--- src/rtl/pe_conv_tap_unit_if.sv ---
// Stream bundle for the conv tap PE: ifmap input beat, psum result, and systolic forward.
// The master modport is the upstream/downstream environment; the slave modport is the PE.
interface pe_conv_tap_unit_if #(
    parameter int IFMAP_W = 8,
    parameter int PSUM_W  = 14
) ();
    logic               ifmap_valid;
    logic               ifmap_ready;
    logic [IFMAP_W-1:0] ifmap_in;
    logic [PSUM_W-1:0]  psum_in;
    logic [IFMAP_W-1:0] ifmap_shift_out;
    logic               ifmap_shift_vld;
    logic [PSUM_W-1:0]  psum_out;
    logic               psum_valid;
    logic               psum_ready;
    logic               sat_flag;

    modport master (
        output ifmap_valid, ifmap_in, psum_in, psum_ready,
        input  ifmap_ready, ifmap_shift_out, ifmap_shift_vld, psum_out, psum_valid, sat_flag
    );

    modport slave (
        input  ifmap_valid, ifmap_in, psum_in, psum_ready,
        output ifmap_ready, ifmap_shift_out, ifmap_shift_vld, psum_out, psum_valid, sat_flag
    );
endinterface

--- src/rtl/pe_conv_tap_unit.sv ---
// NUM_TAPS-tap 1-D convolution MAC: shift window, 2-stage stallable pipeline
// (S1 = products + psum_in, S2 = saturated sum), signed/unsigned mode.
module pe_conv_tap_unit #(
    parameter int NUM_TAPS = 3,
    parameter int IFMAP_W  = 8,
    parameter int FILTR_W  = 4,
    parameter int PSUM_W   = 14
) (
    input  logic                        clk,
    input  logic                        rst,
    input  logic                        en,
    input  logic                        cfg_signed,
    input  logic                        filtr_load,
    input  logic [NUM_TAPS*FILTR_W-1:0] filtr_in,
    input  logic                        clear,
    output logic                        busy,
    pe_conv_tap_unit_if.slave           bus
);
    // state | meaning
    // IDLE  | no weights loaded since reset; ifmap not accepted
    // FILL  | window filling; results not yet issued
    // RUN   | every accepted sample issues one result
    typedef enum logic [1:0] {IDLE, FILL, RUN} state_t;

    localparam int PROD_W = IFMAP_W + FILTR_W;
    localparam int SUM_W  = PSUM_W + $clog2(NUM_TAPS) + 1;
    localparam int CNT_W  = $clog2(NUM_TAPS);
    localparam logic [SUM_W-1:0] U_MAX = {{(SUM_W-PSUM_W){1'b0}}, {PSUM_W{1'b1}}};
    localparam logic [SUM_W-1:0] S_MAX = {{(SUM_W-PSUM_W+1){1'b0}}, {(PSUM_W-1){1'b1}}};
    localparam logic [SUM_W-1:0] S_MIN = {{(SUM_W-PSUM_W+1){1'b1}}, {(PSUM_W-1){1'b0}}};

    state_t              state_q, state_d;
    logic [FILTR_W-1:0]  w_q [NUM_TAPS];
    logic [FILTR_W-1:0]  w_d [NUM_TAPS];
    logic [IFMAP_W-1:0]  x_q [NUM_TAPS];
    logic [IFMAP_W-1:0]  x_d [NUM_TAPS];
    logic [PROD_W-1:0]   prod_q [NUM_TAPS];
    logic [PROD_W-1:0]   prod_d [NUM_TAPS];
    logic                signed_q, signed_d;
    logic [CNT_W-1:0]    fill_cnt_q, fill_cnt_d;
    logic [PSUM_W-1:0]   s1_psum_q, s1_psum_d;
    logic                s1_vld_q, s1_vld_d;
    logic [PSUM_W-1:0]   psum_out_q, psum_out_d;
    logic                psum_valid_q, psum_valid_d;
    logic                sat_q, sat_d;
    logic [IFMAP_W-1:0]  shift_out_q, shift_out_d;
    logic                shift_vld_q, shift_vld_d;

    logic                stall, ifmap_ready, accept;
    logic [SUM_W-1:0]    sum_c;
    logic [PSUM_W-1:0]   clamp_c;
    logic                sat_c;

    // Low PROD_W bits of the extended product are exact in both modes.
    function automatic logic [PROD_W-1:0] mul_ext(input logic [IFMAP_W-1:0] x,
                                                  input logic [FILTR_W-1:0] w,
                                                  input logic sgn);
        logic [PROD_W-1:0] xe;
        logic [PROD_W-1:0] we;
        xe = {{FILTR_W{sgn & x[IFMAP_W-1]}}, x};
        we = {{IFMAP_W{sgn & w[FILTR_W-1]}}, w};
        return xe * we;
    endfunction

    function automatic logic [SUM_W-1:0] ext_prod(input logic [PROD_W-1:0] p, input logic sgn);
        return {{(SUM_W-PROD_W){sgn & p[PROD_W-1]}}, p};
    endfunction

    function automatic logic [SUM_W-1:0] ext_psum(input logic [PSUM_W-1:0] p, input logic sgn);
        return {{(SUM_W-PSUM_W){sgn & p[PSUM_W-1]}}, p};
    endfunction

    always_comb begin
        sum_c = ext_psum(s1_psum_q, signed_q);
        for (int k = 0; k < NUM_TAPS; k++) begin
            sum_c = sum_c + ext_prod(prod_q[k], signed_q);
        end
        clamp_c = sum_c[PSUM_W-1:0];
        sat_c   = 1'b0;
        if (signed_q) begin
            if ($signed(sum_c) > $signed(S_MAX)) begin
                clamp_c = S_MAX[PSUM_W-1:0];
                sat_c   = 1'b1;
            end else if ($signed(sum_c) < $signed(S_MIN)) begin
                clamp_c = S_MIN[PSUM_W-1:0];
                sat_c   = 1'b1;
            end
        end else if (sum_c > U_MAX) begin
            clamp_c = U_MAX[PSUM_W-1:0];
            sat_c   = 1'b1;
        end
    end

    always_comb begin
        state_d      = state_q;
        w_d          = w_q;
        x_d          = x_q;
        prod_d       = prod_q;
        signed_d     = signed_q;
        fill_cnt_d   = fill_cnt_q;
        s1_psum_d    = s1_psum_q;
        s1_vld_d     = s1_vld_q;
        psum_out_d   = psum_out_q;
        psum_valid_d = psum_valid_q;
        sat_d        = sat_q;
        shift_out_d  = shift_out_q;
        shift_vld_d  = shift_vld_q;

        stall       = psum_valid_q & ~bus.psum_ready;
        ifmap_ready = en & ~rst & (state_q != IDLE) & ~stall & ~filtr_load & ~clear;
        accept      = ifmap_ready & bus.ifmap_valid;

        if (en) begin
            if (filtr_load || clear) begin
                // Flush drops everything in flight; only filtr_load touches weights/mode.
                if (filtr_load) begin
                    for (int k = 0; k < NUM_TAPS; k++) begin
                        w_d[k] = filtr_in[k*FILTR_W +: FILTR_W];
                    end
                    signed_d = cfg_signed;
                    state_d  = FILL;
                end else if (state_q != IDLE) begin
                    state_d = FILL;
                end
                for (int k = 0; k < NUM_TAPS; k++) begin
                    x_d[k] = '0;
                end
                fill_cnt_d   = '0;
                s1_vld_d     = 1'b0;
                psum_valid_d = 1'b0;
                psum_out_d   = '0;
                sat_d        = 1'b0;
                shift_vld_d  = 1'b0;
            end else begin
                shift_vld_d = 1'b0;
                if (!stall) begin
                    psum_valid_d = s1_vld_q;
                    sat_d        = s1_vld_q & sat_c;
                    if (s1_vld_q) begin
                        psum_out_d = clamp_c;
                    end
                    s1_vld_d = 1'b0;
                end
                if (accept) begin
                    x_d[0] = bus.ifmap_in;
                    for (int k = 1; k < NUM_TAPS; k++) begin
                        x_d[k] = x_q[k-1];
                    end
                    for (int k = 0; k < NUM_TAPS; k++) begin
                        prod_d[k] = mul_ext(x_d[k], w_q[k], signed_q);
                    end
                    s1_psum_d   = bus.psum_in;
                    shift_out_d = x_q[NUM_TAPS-1];
                    shift_vld_d = (state_q == RUN);
                    if (state_q == RUN) begin
                        s1_vld_d = 1'b1;
                    end else if (fill_cnt_q == CNT_W'(NUM_TAPS-1)) begin
                        s1_vld_d = 1'b1;
                        state_d  = RUN;
                    end else begin
                        fill_cnt_d = fill_cnt_q + CNT_W'(1);
                    end
                end
            end
        end
    end

    always_ff @(posedge clk) begin
        if (rst) begin
            state_q      <= IDLE;
            signed_q     <= 1'b0;
            fill_cnt_q   <= '0;
            s1_psum_q    <= '0;
            s1_vld_q     <= 1'b0;
            psum_out_q   <= '0;
            psum_valid_q <= 1'b0;
            sat_q        <= 1'b0;
            shift_out_q  <= '0;
            shift_vld_q  <= 1'b0;
            for (int k = 0; k < NUM_TAPS; k++) begin
                w_q[k]    <= '0;
                x_q[k]    <= '0;
                prod_q[k] <= '0;
            end
        end else begin
            state_q      <= state_d;
            signed_q     <= signed_d;
            fill_cnt_q   <= fill_cnt_d;
            s1_psum_q    <= s1_psum_d;
            s1_vld_q     <= s1_vld_d;
            psum_out_q   <= psum_out_d;
            psum_valid_q <= psum_valid_d;
            sat_q        <= sat_d;
            shift_out_q  <= shift_out_d;
            shift_vld_q  <= shift_vld_d;
            for (int k = 0; k < NUM_TAPS; k++) begin
                w_q[k]    <= w_d[k];
                x_q[k]    <= x_d[k];
                prod_q[k] <= prod_d[k];
            end
        end
    end

    assign bus.ifmap_ready     = ifmap_ready;
    assign bus.psum_out        = psum_out_q;
    assign bus.psum_valid      = psum_valid_q;
    assign bus.sat_flag        = sat_q;
    assign bus.ifmap_shift_out = shift_out_q;
    assign bus.ifmap_shift_vld = shift_vld_q;
    assign busy = (state_q != IDLE) | s1_vld_q | psum_valid_q;
endmodule

--- src/flat_wrapper.sv ---
// flat-port wrapper written by rule: the top's interface ports become plain ports
module pe_conv_tap_unit_flat 
#(
    parameter int NUM_TAPS = 3,
    parameter int IFMAP_W  = 8,
    parameter int FILTR_W  = 4,
    parameter int PSUM_W   = 14
)
  (clk, rst, en, cfg_signed, filtr_load, filtr_in, clear, busy, bus_ifmap_valid, bus_ifmap_in, bus_psum_in, bus_psum_ready, bus_ifmap_ready, bus_ifmap_shift_out, bus_ifmap_shift_vld, bus_psum_out, bus_psum_valid, bus_sat_flag);
  pe_conv_tap_unit_if #(.IFMAP_W(IFMAP_W), .PSUM_W(PSUM_W)) bus_i ();
  input  logic clk;
  input  logic rst;
  input  logic en;
  input  logic cfg_signed;
  input  logic filtr_load;
  input  logic [NUM_TAPS*FILTR_W-1:0] filtr_in;
  input  logic clear;
  output logic busy;
  input wire logic [$bits(bus_i.ifmap_valid)-1:0] bus_ifmap_valid;
  input wire logic [$bits(bus_i.ifmap_in)-1:0] bus_ifmap_in;
  input wire logic [$bits(bus_i.psum_in)-1:0] bus_psum_in;
  input wire logic [$bits(bus_i.psum_ready)-1:0] bus_psum_ready;
  output wire logic [$bits(bus_i.ifmap_ready)-1:0] bus_ifmap_ready;
  output wire logic [$bits(bus_i.ifmap_shift_out)-1:0] bus_ifmap_shift_out;
  output wire logic [$bits(bus_i.ifmap_shift_vld)-1:0] bus_ifmap_shift_vld;
  output wire logic [$bits(bus_i.psum_out)-1:0] bus_psum_out;
  output wire logic [$bits(bus_i.psum_valid)-1:0] bus_psum_valid;
  output wire logic [$bits(bus_i.sat_flag)-1:0] bus_sat_flag;
  assign bus_i.ifmap_valid = bus_ifmap_valid;
  assign bus_i.ifmap_in = bus_ifmap_in;
  assign bus_i.psum_in = bus_psum_in;
  assign bus_i.psum_ready = bus_psum_ready;
  assign bus_ifmap_ready = bus_i.ifmap_ready;
  assign bus_ifmap_shift_out = bus_i.ifmap_shift_out;
  assign bus_ifmap_shift_vld = bus_i.ifmap_shift_vld;
  assign bus_psum_out = bus_i.psum_out;
  assign bus_psum_valid = bus_i.psum_valid;
  assign bus_sat_flag = bus_i.sat_flag;
  pe_conv_tap_unit #(.NUM_TAPS(NUM_TAPS), .IFMAP_W(IFMAP_W), .FILTR_W(FILTR_W), .PSUM_W(PSUM_W)) u_core (.clk(clk), .rst(rst), .en(en), .cfg_signed(cfg_signed), .filtr_load(filtr_load), .filtr_in(filtr_in), .clear(clear), .busy(busy), .bus(bus_i));
endmodule
--- config.mk ---
export PLATFORM = sky130hd
export DESIGN_NAME = pe_conv_tap_unit_flat
export DESIGN_NICKNAME = d
export VERILOG_FILES = /design/src/rtl/pe_conv_tap_unit_if.sv /design/src/rtl/pe_conv_tap_unit.sv /design/src/flat_wrapper.sv
export SDC_FILE = /design/constraint.sdc
export NUM_CORES = 1
export LEC_CHECK = 0
export ABC_AREA = 1
export ABC_CLOCK_PERIOD_IN_PS = 4600
export BUFFER_PORTS_ARGS = -buffer_cell sky130_fd_sc_hd__buf_2
export CORE_MARGIN = 1
export CORE_UTILIZATION = 30
export CTS_BUF_LIST = sky130_fd_sc_hd__clkbuf_2 sky130_fd_sc_hd__clkbuf_4 sky130_fd_sc_hd__clkbuf_8
export DETAILED_ROUTE_END_ITERATION = 8
export PLACE_DENSITY_LB_ADDON = 0.12
export SKIP_CTS_REPAIR_TIMING = 1
export SLEW_MARGIN = 30
export SYNTH_ARGS = -nofsm -noshare
export SYNTH_HDL_FRONTEND = slang
export SYNTH_SLANG_ARGS = --single-unit
--- constraint.sdc ---
create_clock -name clk -period 4.6 [get_ports clk]
set_clock_uncertainty 0.1 [all_clocks]
set_input_delay 0.92 -clock clk [delete_from_list [all_inputs] [get_ports clk]]
set_output_delay 0.92 -clock clk [all_outputs]
set_load 0.02 [all_outputs]
# ---- After elaboration in Yosys (flattened, before gate mapping)
# Cells that the tools add are included.
dict set report op_classes {
  addsub 4
  n_mul 3
  order_cmp 3
  eq_ne 6
  n_mux 34
  n_bitwise 26
  n_reduce_logical 12
}
# op n
set op_table {}
lappend op_table {{14-bit two-way mux} 7}
lappend op_table {{24-bit two-way mux} 2}
lappend op_table {{9-bit by 5-bit multiplier with 12-bit output} 3}
lappend op_table {{17-bit adder} 2}
lappend op_table {{17-bit by 14-bit > comparator with 1-bit output, second input constant} 2}
lappend op_table {{2-bit two-way mux} 10}
lappend op_table {{1-bit bitwise AND} 18}
lappend op_table {{17-bit by 14-bit < comparator with 1-bit output, second input constant} 1}
lappend op_table {{15-bit by 13-bit adder with 16-bit output} 1}
lappend op_table {{1-bit two-way mux} 15}
lappend op_table {{3-bit AND reduction} 3}
lappend op_table {{2-bit nonzero test} 4}
lappend op_table {{1-bit NOT} 6}
lappend op_table {{5-bit AND reduction} 1}
lappend op_table {{2-bit equality test, second input constant} 2}
lappend op_table {{2-bit by 1-bit != test with 1-bit output, second input constant} 2}
lappend op_table {{2-bit AND reduction} 2}
lappend op_table {{4-bit AND reduction} 1}
lappend op_table {{3-bit != test, second input constant} 1}
lappend op_table {{2-bit by 1-bit adder with 2-bit output, second input constant} 1}
lappend op_table {{2-bit != test, second input constant} 1}
lappend op_table {{1-bit OR} 2}
lappend op_table {{1-bit logical OR} 1}
dict set report totals {
  ff_bits 117
  in_bits 42
  output_inout_bits 27
  word_cells 107
}

# ---- Logic depth before layout (Yosys ltp)
dict set report logic_depth {
  depth_word 11
  ltp_mapped 31
  depth_no_buf 30
}

# ---- Least setup slack after synthesis
# OpenSTA, ideal clock, no wires.
dict set report synth_timing {
  path_type {input-to-reg}
  from {input port bus_ifmap_in[1]}
  to {register u_core.prod_q[34] (netlist name)}
  setup_time_ns 0.109
  t_arrival_ns 4.023
  t_required_ns 4.391
  setup_slack_ns 0.368
  cell_stages 18
  path_buffers 0
  cell_sequence {or2_2 fa_1 inv_1 fa_1 fa_1 ha_1 a21oi_1 nand2_1 a21o_1 nand2_1 nand2_1 a21o_1 nand2_1 nand2_1 nand2_1 nand3_1 nand2_1 inv_1}
}
dict set report synth_via {
  elab_chain_cells 1
}
# element line
set synth_rtl {}
lappend synth_rtl {{from (decl)} flat_wrapper.sv:20} ;# input wire logic [$bits(bus_i.ifmap_in)-1:0] bus_ifmap_in;
lappend synth_rtl {{9-bit by 5-bit multiplier with 12-bit output} pe_conv_tap_unit.sv:62} ;# return xe * we;
lappend synth_rtl {{to (signal, indexed assignment)} pe_conv_tap_unit.sv:199} ;# prod_q[k] <= prod_d[k];
lappend synth_rtl {{to (decl)} pe_conv_tap_unit.sv:37} ;# logic [PROD_W-1:0] prod_q [NUM_TAPS];
# No other way between the ends.
# A chain may end at the register's enable or synchronous reset.

# ---- Final worst setup path
dict set report layout_timing {
  from {register u_core.prod_q[28] (netlist name)}
  to {register u_core.sat_q, in the netlist u_core.bus.sat_flag}
}
dict set report layout_via {
  elab_chain_cells 10
  word_cells_on_any_way 13
  cone_classes {add/sub (3); order compare (3); mux (6); bitwise (1)}
}
# element line
set layout_rtl {}
lappend layout_rtl {{15-bit by 13-bit adder with 16-bit output *} pe_conv_tap_unit.sv:76} ;# sum_c = sum_c + ext_prod(prod_q[k], signed_q);
lappend layout_rtl {{17-bit adder * (2 in series)} pe_conv_tap_unit.sv:76}
lappend layout_rtl {{17-bit by 14-bit < comparator with 1-bit output} pe_conv_tap_unit.sv:84} ;# end else if ($signed(sum_c) < $signed(S_MIN)) begin
lappend layout_rtl {{1-bit two-way mux} pe_conv_tap_unit.sv:84}
lappend layout_rtl {{1-bit two-way mux} pe_conv_tap_unit.sv:81} ;# if ($signed(sum_c) > $signed(S_MAX)) begin
lappend layout_rtl {{1-bit two-way mux *} pe_conv_tap_unit.sv:80} ;# if (signed_q) begin
lappend layout_rtl {{1-bit bitwise AND *} pe_conv_tap_unit.sv:138} ;# sat_d = s1_vld_q & sat_c;
lappend layout_rtl {{1-bit two-way mux *} pe_conv_tap_unit.sv:136} ;# if (!stall) begin
lappend layout_rtl {{1-bit two-way mux *} pe_conv_tap_unit.sv:114} ;# if (filtr_load || clear) begin
lappend layout_rtl {{to (signal assigned)} pe_conv_tap_unit.sv:193} ;# sat_q <= sat_d;
lappend layout_rtl {{to (decl)} pe_conv_tap_unit.sv:45} ;# logic sat_q, sat_d;
# Every way passes the cells marked *; elsewhere a longest branch is shown, timed or not. The select of a mux whose other input is x is not followed.

==> metrics.txt <==
synth top area cells=dfxtp_1, fa_1, nand2_1, ha_1, inv_1; Layout area overhead=15.78%; Worst EP arrival=4.54 ns; Yosys warnings=0; # diodes=0; Inserted Clock Buffers=17; Syn Inst Count=1474; Vias per Instance=4.428; placed standard-cell area=0.01162 mm^2; # clock sinks=117; Worst-Skew Late Latency=0.49 ns; run status=completed; vias post-DR=8971; First DRT Iteration DRCs=348; Core Region=0.03471 mm^2; CTS root buf=clkbuf_8; syn_area_per_cell=7.219 um^2; vias in the first global route=8984; gr ovfl total=0; CP Capture Type=flop; first-pass GRT wire length=46530 um; min Tclk post-route=4.307 ns; Die ar.=0.03623 mm^2; EDFF count, synth=0; synthesized area=0.01064 mm^2; MaxCap Viol Count=0; Avg WL per Cell=13.99 um; antenna-violating nets left=0; CTS tree=built; Crit path top cell by count=nand2_1; hpwl dp=22060 um; clk slew on worst S/H paths=0.09 ns; total track usage=16.51%; Seq/Total Area, Yosys=22.01%; H-tree Lvls=4; Worst path slowest cell=fa_2; Tcrit/Tclk final=93.63%; Worst Hold Class=flop to flop; # IOs=69; Site Rows=68; number of hold violations in the final report=0; highest clock rate=232.2 MHz; die height=190.3 um; Post-Layout Cell Count=2026; leading area contributor after synthesis=dfxtp_1; total power=2384 uW; DR DRC count=0; Slew headroom=38.84%; nets@finish=1781; Final Setup Violations=0; Worst-Margin Slew=0.9118 ns; Mapped Nets=1697; slowest cell delay on critical path=0.47 ns; Total Neg Setup Slack=0 ns; WP data required=4.84 ns; critical path class=flop to flop; Most used DFF post-synth=dfxtp_1; Hold Slack=0.3628 ns; power per cell area=193.5 mW/mm^2; DR pass1 iterations=7; dpl cells=1991; synth unique cells=44; CP startpoint kind=flop; WL final=28340 um; fin. max-slew vios=0; count of state elements after synthesis=117; port bufs=68; largest net degree at the start of global routing=79; Yosys top cell area share=22.01%; count leader, synth=nand2_1; critical path fanouts, max=10; FFs w/ async S/R, synth=0%; commonest cells in the netlist=nand2_1, inv_1, a21oi_1; share of layout cells above drive strength 1=14.83%; GPL Wtd Cong=0.7920; initial antenna violation count=0; initial core utilization=30.66%; design area=0.01232 mm^2; clock buffer depth=2; Die Wd=190.3 um; worst ir drop on vdd=0.1727 mV; Leak Pwr=0.006451 uW
cell type report:
cell class,instances,area [um^2]
clock buffers,17,234.0
clock inverters,15,193.9
fillers,3857,22390
inverters,287,1084
multi-input cells,1021,7174
flip-flops and latches,117,2351
well taps,455,569.3
repair buffers,114,714.4
worst paths after layout:
check                                     start                       endpoint  slack [ns]  depth (start not counted)
hold reg to reg   u_core.bus.ifmap_shift_out[3]  u_core.bus.ifmap_shift_out[3]        0.36                          2
setup reg to reg              u_core.prod_q[28]            u_core.bus.sat_flag        0.29                         26
hold / removal    u_core.bus.ifmap_shift_out[3]  u_core.bus.ifmap_shift_out[3]        0.36                          2
setup / recovery              u_core.prod_q[28]            u_core.bus.sat_flag        0.29                         26
where the power goes:
group	total (uW)	switching, uW	internal, uW
clock	1070	519	551
combinational	277	173	103
sequential	1040	15.0	1020
total	2380	707	1680
cells in the final DEF, fill, tap and decap left out, types with 5 or more instances in the layout:
cell      instances
xor2_1           24
dfxtp_1         112
or2_2            21
nand3_1          45
inv_6             5
o21ai_0          58
buf_2            68
nand2_2           8
buf_4            43
a21oi_2          16
a21oi_1         131
nor2_1           59
ha_4             11
nand2_1         400
fa_1             89
ha_1             80
inv_1           279
xnor2_1          27
clkbuf_8         17
kinds of logic (layout without fill, tap and decap cells):
kind of cell | count (synthesis) | count (layout) | share of synthesized area [%]
AOI/OAI and AO/OA | 231 | 232 | 11.93
xor gates and xnor gates | 51 | 51 | 4.198
adders and majority gates | 181 | 181 | 27.63
buffers and inverters | 337 | 433 | 12.87
DFF | 117 | 117 | 22.01
and+or+nand+nor | 557 | 557 | 21.35
worst max-delay path: cells and delay by family (launching register included):
kind	cells	cell delay, ns
buffers and inverters	5	0.49
adders and majority gates	3	1.08
DFF	1	0.35
and+or+nand+nor	12	1.37
AOI/OAI and AO/OA	6	0.77
state kept, by name, summed over array words and instances (netlist names):
| signal | cells |
|---|---|
| u_core.bus.ifmap_shift_out | 8 |
| u_core.bus.ifmap_shift_vld | 1 |
| u_core.bus.psum_out | 14 |
| u_core.bus.psum_valid | 1 |
| u_core.bus.sat_flag | 1 |
| u_core.fill_cnt_q | 2 |
| u_core.prod_q | 36 |
| u_core.s1_psum_q | 14 |
| u_core.s1_vld_q | 1 |
| u_core.signed_q | 1 |
| u_core.state_q | 2 |
| u_core.w_q | 12 |
| u_core.x_q | 24 |
through the flow:
stage | setup WS [ns] | util [%]
final | 0.2932 | 35.49
after detailed placement | 0.04576 | 33.47
after CTS | 0.01236 | 34.70
after global placement | 0.02510 | 33.47
after global routing | -0.01441 | 35.49
after floorplan | 0.3679 | -
metal layers:
metal / global-route usage, % / routed length, um
met4: 4.831 / 432
met2: 27.72 / 13140
met5: 0 / 0
met3: 2.779 / 642
met1: 21.57 / 14130
Note: power is estimated with default switching activity, not from simulation.
